## src/rtl/unidade_muldiv_pkg.sv

```systemverilog
// Shared definitions for the RV32M multiply/divide unit, its decoder and the
// register-file write mux.
package pkg_muldiv;

    localparam int unsigned XLEN  = 32;
    localparam int unsigned CNT_W = $clog2(XLEN);

    localparam logic [2:0] F3_MUL    = 3'b000;
    localparam logic [2:0] F3_MULH   = 3'b001;
    localparam logic [2:0] F3_MULHSU = 3'b010;
    localparam logic [2:0] F3_MULHU  = 3'b011;
    localparam logic [2:0] F3_DIV    = 3'b100;
    localparam logic [2:0] F3_DIVU   = 3'b101;
    localparam logic [2:0] F3_REM    = 3'b110;
    localparam logic [2:0] F3_REMU   = 3'b111;

    typedef enum logic [1:0] {
        S_IDLE = 2'd0,
        S_CALC = 2'd1,
        S_FIM  = 2'd2
    } state_t;

endpackage

```

## src/rtl/unidade_muldiv.sv

```systemverilog
// Iterative radix-2 multiply/divide unit: sign-magnitude operands, one shared
// 33-bit adder and a 64-bit shift register, fixed 34-cycle latency.
module unidade_muldiv
    import pkg_muldiv::*;
(
    input  logic            clk,
    input  logic            rst_n,
    input  logic            start,
    input  logic [2:0]      funct3,
    input  logic [XLEN-1:0] op_a,
    input  logic [XLEN-1:0] op_b,
    output logic            busy,
    output logic            done,
    output logic [XLEN-1:0] result
);

    localparam int unsigned DW = 2 * XLEN;
    localparam int unsigned AW = XLEN + 1;

    function automatic logic [XLEN-1:0] neg_w(input logic [XLEN-1:0] v, input logic neg);
        return neg ? -v : v;
    endfunction

    function automatic logic [DW-1:0] neg_d(input logic [DW-1:0] v, input logic neg);
        return neg ? -v : v;
    endfunction

    state_t            state_q, state_d;
    logic [2:0]        f3_q, f3_d;
    logic              neg_q, neg_d_r;
    logic              sa_q, sa_d;
    logic              zero_q, zero_d;
    logic [XLEN-1:0]   opb_q, opb_d;
    logic [DW-1:0]     acc_q, acc_d;
    logic [CNT_W-1:0]  cnt_q, cnt_d;
    logic              busy_q, busy_d;
    logic              done_q, done_d;
    logic [XLEN-1:0]   result_q, result_d;

    logic              a_signed, b_signed, sa_in, sb_in, is_div, no_borrow;
    logic [XLEN-1:0]   hi, lo, add_a, add_b, quot, rem, sel;
    logic [AW-1:0]     sum;
    logic [DW-1:0]     acc_step, prod;

    // Operand signedness of the incoming request
    always_comb begin
        a_signed = (funct3 == F3_MULH) || (funct3 == F3_MULHSU) ||
                   (funct3 == F3_DIV)  || (funct3 == F3_REM);
        b_signed = (funct3 == F3_MULH) || (funct3 == F3_DIV) || (funct3 == F3_REM);
        sa_in    = a_signed & op_a[XLEN-1];
        sb_in    = b_signed & op_b[XLEN-1];
    end

    // Shared adder: add multiplicand, or trial-subtract divisor from shifted remainder
    always_comb begin
        is_div    = f3_q[2];
        hi        = acc_q[DW-1:XLEN];
        lo        = acc_q[XLEN-1:0];
        add_a     = is_div ? {hi[XLEN-2:0], lo[XLEN-1]} : hi;
        add_b     = is_div ? ~opb_q : opb_q;
        sum       = {1'b0, add_a} + {1'b0, add_b} + AW'(is_div);
        // A set top bit in rem means the shifted value already exceeds any divisor
        no_borrow = sum[XLEN] | hi[XLEN-1];
        if (is_div) begin
            acc_step = no_borrow ? {sum[XLEN-1:0], lo[XLEN-2:0], 1'b1}
                                 : {add_a, lo[XLEN-2:0], 1'b0};
        end else begin
            acc_step = lo[0] ? {sum, lo[XLEN-1:1]} : {1'b0, hi, lo[XLEN-1:1]};
        end
    end

    // Sign fixup and result selection
    always_comb begin
        prod = neg_d(acc_q, neg_q);
        quot = zero_q ? '1 : neg_w(lo, neg_q);
        rem  = neg_w(hi, sa_q);
        case (f3_q)
            F3_MUL:                       sel = prod[XLEN-1:0];
            F3_MULH, F3_MULHSU, F3_MULHU: sel = prod[DW-1:XLEN];
            F3_DIV, F3_DIVU:              sel = quot;
            default:                      sel = rem;
        endcase
    end

    // Next-state and datapath control
    always_comb begin
        state_d  = state_q;
        f3_d     = f3_q;
        neg_d_r  = neg_q;
        sa_d     = sa_q;
        zero_d   = zero_q;
        opb_d    = opb_q;
        acc_d    = acc_q;
        cnt_d    = cnt_q;
        busy_d   = 1'b0;
        done_d   = 1'b0;
        result_d = result_q;
        case (state_q)
            S_IDLE: begin
                if (start) begin
                    f3_d    = funct3;
                    neg_d_r = sa_in ^ sb_in;
                    sa_d    = sa_in;
                    zero_d  = (op_b == '0);
                    opb_d   = neg_w(op_b, sb_in);
                    acc_d   = {{XLEN{1'b0}}, neg_w(op_a, sa_in)};
                    cnt_d   = CNT_W'(XLEN - 1);
                    busy_d  = 1'b1;
                    state_d = S_CALC;
                end
            end
            S_CALC: begin
                acc_d  = acc_step;
                cnt_d  = cnt_q - CNT_W'(1);
                busy_d = 1'b1;
                if (cnt_q == '0) state_d = S_FIM;
            end
            S_FIM: begin
                result_d = sel;
                done_d   = 1'b1;
                busy_d   = 1'b1;
                state_d  = S_IDLE;
            end
            default: state_d = S_IDLE;
        endcase
    end

    always_ff @(posedge clk or negedge rst_n) begin
        if (!rst_n) begin
            state_q  <= S_IDLE;
            f3_q     <= '0;
            neg_q    <= 1'b0;
            sa_q     <= 1'b0;
            zero_q   <= 1'b0;
            opb_q    <= '0;
            acc_q    <= '0;
            cnt_q    <= '0;
            busy_q   <= 1'b0;
            done_q   <= 1'b0;
            result_q <= '0;
        end else begin
            state_q  <= state_d;
            f3_q     <= f3_d;
            neg_q    <= neg_d_r;
            sa_q     <= sa_d;
            zero_q   <= zero_d;
            opb_q    <= opb_d;
            acc_q    <= acc_d;
            cnt_q    <= cnt_d;
            busy_q   <= busy_d;
            done_q   <= done_d;
            result_q <= result_d;
        end
    end

    assign busy   = busy_q;
    assign done   = done_q;
    assign result = result_q;

endmodule
```

## config.mk

```make
export PLATFORM = sky130hd
export DESIGN_NAME = unidade_muldiv
export DESIGN_NICKNAME = d
export VERILOG_FILES = /design/src/rtl/unidade_muldiv_pkg.sv /design/src/rtl/unidade_muldiv.sv
export SDC_FILE = /design/constraint.sdc
export NUM_CORES = 1
export LEC_CHECK = 0
export BUFFER_PORTS_ARGS = -buffer_cell sky130_fd_sc_hd__buf_2
export CORE_MARGIN = 5
export CORE_UTILIZATION = 35
export DETAILED_ROUTE_END_ITERATION = 10
export HOLD_SLACK_MARGIN = 0.15
export PLACE_DENSITY = 0.55
export SLEW_MARGIN = 15
export SYNTH_ARGS = -nofsm -noshare
export SYNTH_HDL_FRONTEND = slang
export SYNTH_SLANG_ARGS = --single-unit
export TNS_END_PERCENT = 20
```

## constraint.sdc

```tcl
create_clock -name clk -period 13 [get_ports clk]
set_input_delay 0 -clock clk [delete_from_list [all_inputs] [get_ports clk]]
set_output_delay 0 -clock clk [all_outputs]
set_load 0.01 [all_outputs]
```

# Word-level counts from Yosys, hierarchy flattened
# Cells that the tools add are included.
totals:
  regBits: 143
  input_bits: 70
  out_inout_bits: 34
  wordCells: 75
classes:
  addsub: 8
  eq_ne: 13
  mux: 22
  bitwise_logic: 5
  reduce_logical: 16
ops:
  columns: ["operator", "n"]
  rows:
  - ["$mux 64", 5]
  - ["$mux 32", 7]
  - ["$neg 32->32", 4]
  - ["$pmux 64 s2", 1]
  - ["$pmux 32 s3", 1]
  - ["$neg 64->64", 1]
  - ["$add 32x32->33", 1]
  - ["$add 33x1->33", 1]
  - ["$logic_not 32->1", 1]
  - ["$not 32->32", 1]
  - ["$eq 3x3->1 const B", 4]
  - ["$pmux 5 s2", 1]
  - ["$eq 3x2->1 const B", 3]
  - ["$eq 3x1->1 const B", 2]
  - ["$reduce_and 2->1", 3]
  - ["$logic_not 5->1", 1]
  - ["$logic_or 1x1->1", 5]
  - ["$mux 5", 1]
  - ["$sub 5x1->5 const B", 1]
  - ["$mux 2", 2]
  - ["$ne 2x2->1 const B", 2]
  - ["$pmux 2 s2", 1]
  - ["$reduce_or 2->1", 2]
  - ["$logic_not 3->1", 1]
  - ["other kinds (10)", 12]

# Depth between registers and ports, before layout
logic_depth:
  ltp_word: 8
  depth_mapped: 18

# Worst setup path before layout
# Ideal clock, no wire load.
synth_timing:
  path_kind: "reg-to-reg"
  start: "register f3_q[2]"
  end: "register acc_q[40]"
  setup_ns: 0.142
  arrival_time_ns: 4.767
  path_slack_ns: 8.090
  stages_incl_launch_ff: 17
  path_buffers: 6
  cell_sequence: "dfrtp_1 > clkbuf_1 > buf_1 > clkbuf_1 > buf_1 > xor2_1 > fa_1 > a211oi_1 > o211ai_1 > and3b_1 > o21ai_0 > nand4_1 > o311ai_1 > clkbuf_1 > buf_1 > mux2i_1 > o221ai_1"
synth_via:
  elab_chain_cells: 7
  elab_cells_between_ends: 9
  classes_between: "add/sub (2); mux (6); bitwise (1)"
synth_lines:
  columns: ["element", "line_no", "source"]
  rows:
  - ["start, declared", "unidade_muldiv.sv:29", "logic [2:0] f3_q, f3_d;"]
  - ["start signal, assigned", "unidade_muldiv.sv:131", "f3_q <= '0;"]
  - ["start signal, assigned", "unidade_muldiv.sv:143", "f3_q <= f3_d;"]
  - ["$mux 32, on equally long branches", "unidade_muldiv.sv:59, unidade_muldiv.sv:60", null]
  - ["$add 32x32->33", "unidade_muldiv.sv:61", "sum = {1'b0, add_a} + {1'b0, add_b} + AW'(is_div);"]
  - ["$add 33x1->33", "unidade_muldiv.sv:61", null]
  - ["$or 1x1->1", "unidade_muldiv.sv:63", "no_borrow = sum[XLEN] | hi[XLEN-1];"]
  - ["$mux 64", "unidade_muldiv.sv:65", "acc_step = no_borrow ? {sum[XLEN-1:0], lo[XLEN-2:0], 1'b1}"]
  - ["$mux 64 (*)", "unidade_muldiv.sv:64", "if (is_div) begin"]
  - ["$pmux 64 s2 (*)", "unidade_muldiv.sv:98", "case (state_q)"]
  - ["end signal, assigned", "unidade_muldiv.sv:136", "acc_q <= '0;"]
  - ["end signal, assigned", "unidade_muldiv.sv:148", "acc_q <= acc_d;"]
  - ["end, declared", "unidade_muldiv.sv:34", "logic [DW-1:0] acc_q, acc_d;"]
# Every way passes the cells marked *; elsewhere a longest branch is shown, timed or not.
# A chain may end at the register's enable or synchronous reset.

# Worst setup path after layout
layout_timing:
  start: "register f3_q[2]"
  end: "register acc_q[51]"
# Same word-level chain as after synthesis.

==> results.md <==
* Total grt overflow at 0
* Post-synth EDFFs at 0
* Cell mode on critical path: buf_4
* GRT Resource Usage Total at between 10% and 20%
* Row Count at 70
* Crit. End Element: register
* Final setup fails at 0
* Fin crit share at between 30% and 40%
* Mean routed wirelength per cell at between 15 and 20 um
* Fillcell total at around 3700
* Static leakage at around 6.6 nW
* Critical path buffers and inverters at 3
* Pwr Total at between 4 and 5 mW
* CTS Sinks at about 140
* Reg2Reg Depth at 13
* Core area at around 37000 um2
* Number of max-cap violations at 0
* WP data arrival at ~5.5 ns
* Critical path, cell by cell: buf_4 > buf_4 > mux2_2 > ha_1 > and4_1 > and3b_1 > a211oi_1 > nand4_1 > o311ai_4 > buf_4 > mux2i_1 > nand2_1 > a22o_1
* Clock share of power at approximately 11%
* CTS max path bufs at 2
* HP Class: input pin to asynchronous set/reset pin
* Slew Viols, Final at 0
* Initial antenna violation count at 1
* CP Launch Type: register
* Antenna diode count at 0
* Synthesized Nets at 1747
* Most common library cell in the layout ignoring fill and taps: nand2_1
* Critical-path maximum fanout at 65
* Die X at 203 um
* Clk_lat worst skew at roughly 0.45 ns
* RSZ-0062 raised after global routing: false
* Synth cell types at 70
* Initial Util at a little over a third
* DRT Pass-1 Iters at 6
* Final GP Congestion at around 0.9
* Setup Skew at around 0.017 ns
* TNS Setup at 0 ns
* Reg area at 3580 um2
* Post-route antenna net violation count at 0
* P_sw at roughly 2.5 mW
* Mapped Area at roughly 13000 um2
* Flop pwr share at 19.8%
* Asr flop ratio synth at 100%
* Num CTS Buffers at 17
* Die area at ~40000 um2
* Hold Fails Final Rpt at 0
* Sw frac at between 50% and 60%
* Comb pwr share at between 60% and 70%
* Die height at 203 um
* Port-buffer cells at a little over 100
* Seq/Total Area, Yosys at a little over a quarter
* IO Pins at ~100
* Cells after synthesis at ~1600
* Reg2reg setup slack at about 7.8 ns
* CTS tree: done
* Actual slew at the worst max-slew pin at around 1.1 ns
* Syn. warnings at 0
* Final wirelength at 40800 um
* R2r endpoint: acc_q[51]
* Max_slew headroom at about 27%
* Req. time, crit path at roughly 13 ns
* Cell family with most CP delay: buffers and inverters
* 1st-iter DRT viols at slightly above 1000
* Vias in the first global route at ~12000
* Vias at 12300
* Int Pwr at around 2.2 mW
* Post-detail-place hpwl at between 20000 and 30000 um
* Max VDD drop at ~0.14 mV
* Most frequent cells in the layout: nand2_1, o21ai_0, dfrtp_1, xor2_1
* Pwr/cell area at roughly 310 nW/um2
* Syn Area/Cell at slightly below 8 um2
* Min Tclk post-route at slightly above 5 ns
* DRC at 0
* Fmax at between 150 and 200 MHz
* Crit Path Category: register to register
* Final Net Count at 1843
* Clock Pin Slew Worst Setup and Hold Paths at ~0.08 ns
* Vias/cell at about 5.6
* Reg2reg start: f3_q[2]
* First-pass GRT wire length at roughly 67000 um
* CP max-delay cell: buf_4
* Multi-input gate area at a little under 9000 um2
* Run status: complete, no violations
* Yosys reg bits at about 140
* CTS Root Cell: clkbuf_16
* Main synth FF type: dfrtp_1
* Largest net degree at the start of global routing at 93
* Slowest stage delay, CP at ~0.80 ns
* Area grow syn2layout at 17.5%
* Max H-tree Level at 4
* Layout cell share with drive strength beyond 1 at 12.0%
-- worst reg2reg max path: stages (launching register included) --
cell and delay, ns:
dfrtp_4 0.74, buf_4 0.59, buf_4 0.83, mux2_2 0.43, ha_1 0.35, and4_1 0.19
and3b_1 0.16, a211oi_1 0.31, nand4_1 0.20, o311ai_4 0.15, buf_4 0.53, mux2i_1 0.28
nand2_1 0.08, a22o_1 0.22
-- sequential cells by signal (all words and copies together), names as in the netlist --
| name | count |
|---|---|
| acc_q | 64 |
| opb_q | 32 |
| result | 32 |
| cnt_q | 5 |
| f3_q | 3 |
| state_q | 2 |
| busy | 1 |
| done | 1 |
| neg_q | 1 |
| sa_q | 1 |
| zero_q | 1 |
-- metal layers --
layer,global-route usage [%],routed length [um],up-vias
li1,-,-,6069
met1,27.4,18900,5882
met2,32.7,19300,310
met3,2.60,1720,47
met4,5.19,876,0
met5,0,0,-
-- worst max-delay path by stage --
stage / endpoint / from / slack, ns / cells after the start
5_1_grt: acc_q[48] / f3_q[2] / 7.43 / 13
3_3_place_gp: acc_q[48] / f3_q[2] / 7.89 / 13
6_report: acc_q[51] / f3_q[2] / 7.83 / 13
3_5_place_dp: acc_q[61] / f3_q[2] / 7.81 / 13
2_1_floorplan: acc_q[40] / f3_q[2] / 8.09 / 16
4_1_cts: acc_q[61] / f3_q[2] / 7.81 / 13
-- synthesized netlist by cell type, types with 4 or more instances --
master / instances / area share [%]
nand2_1: 234 / 6.7
a22o_1: 27 / 1.8
o21bai_1: 6 / 0.35
nor2b_1: 6 / 0.29
o2bb2ai_1: 4 / 0.27
a21oi_1: 102 / 3.9
nor2_1: 69 / 2.0
nor4_1: 11 / 0.53
o31ai_1: 30 / 1.7
o211ai_1: 12 / 0.69
or4_4: 4 / 0.35
inv_1: 31 / 0.89
clkbuf_1: 119 / 3.4
o22ai_1: 6 / 0.29
nand3b_1: 5 / 0.29
nand2b_1: 11 / 0.53
a221oi_1: 10 / 0.67
o41ai_1: 9 / 0.61
or3_1: 14 / 0.67
and2_1: 9 / 0.43
mux2i_1: 67 / 5.2
a211oi_1: 8 / 0.46
or4_1: 16 / 0.92
and3b_1: 4 / 0.27
a21o_1: 17 / 0.98
ha_1: 41 / 3.9
a22oi_1: 6 / 0.35
dfrtp_1: 143 / 27
and3_1: 6 / 0.29
a31oi_1: 14 / 0.67
o221ai_1: 12 / 0.81
mux2_2: 39 / 3.4
o21a_1: 7 / 0.40
xor2_1: 132 / 8.9
nor3_1: 34 / 1.3
xnor2_1: 79 / 5.3
nand4_1: 11 / 0.53
buf_1: 12 / 0.35
nand3_1: 30 / 1.2
a222oi_1: 4 / 0.31
or3b_2: 4 / 0.27
o21ai_0: 185 / 7.1
-- power by group through the flow --
| stage | registers, mW | logic, mW | clock network [mW] |
|---|---|---|---|
| 3_5_place_dp | 0.931 | 3.16 | 0 |
| 5_1_grt | 0.956 | 3.57 | 0.559 |
| 4_1_cts | 0.921 | 3.20 | 0.541 |
| 3_3_place_gp | 0.922 | 3.13 | 0 |
| 2_1_floorplan | 0.712 | 2.58 | 0 |
| 6_report | 0.926 | 3.22 | 0.531 |
-- cell type report --
class / count / share of cell area, %
tap: 468 / 3.83
clock inverter: 14 / 1.12
sequential: 143 / 23.4
multi-input combinational: 1326 / 57.7
inverter: 33 / 0.810
timing repair buffer: 210 / 10.2
clock buffer: 18 / 2.87
-- timing repair --
item	in CTS	in global routing
setup buffers	0	0
resized for setup	0	0
hold endpoints to repair	155	0
hold buffers	95	0
-- cell families (layout without fill, tap and decap cells) --
kind of cell	after synthesis	after routing	share of synthesized area, %
adders and majority gates	42	42	4.10
DFF	143	143	27.5
xor gates and xnor gates	211	211	14.2
muxes	106	106	8.53
and+or+nand+nor	482	482	17.5
AOI/OAI and AO/OA	485	485	23.3
buffers and inverters	166	275	4.90
-- stage by stage --
| step | instances | area (um2) | hold slack (ns) | util, % | worst slack, ns |
|---|---|---|---|---|---|
| final | 2212 | 15300 | 0.179 | 41.7 | 7.83 |
| after global routing | 2212 | 15300 | 0.274 | 41.7 | 7.43 |
| after detailed placement | 2085 | 13700 | 0.138 | 37.4 | 7.81 |
| after floorplan | 1635 | 13000 | -0.296 | - | 8.09 |
| after global placement | 2085 | 13700 | 0.135 | 37.4 | 7.89 |
| after CTS | 2212 | 15300 | 0.229 | 41.7 | 7.81 |
Note: power is estimated with default switching activity, not from simulation.
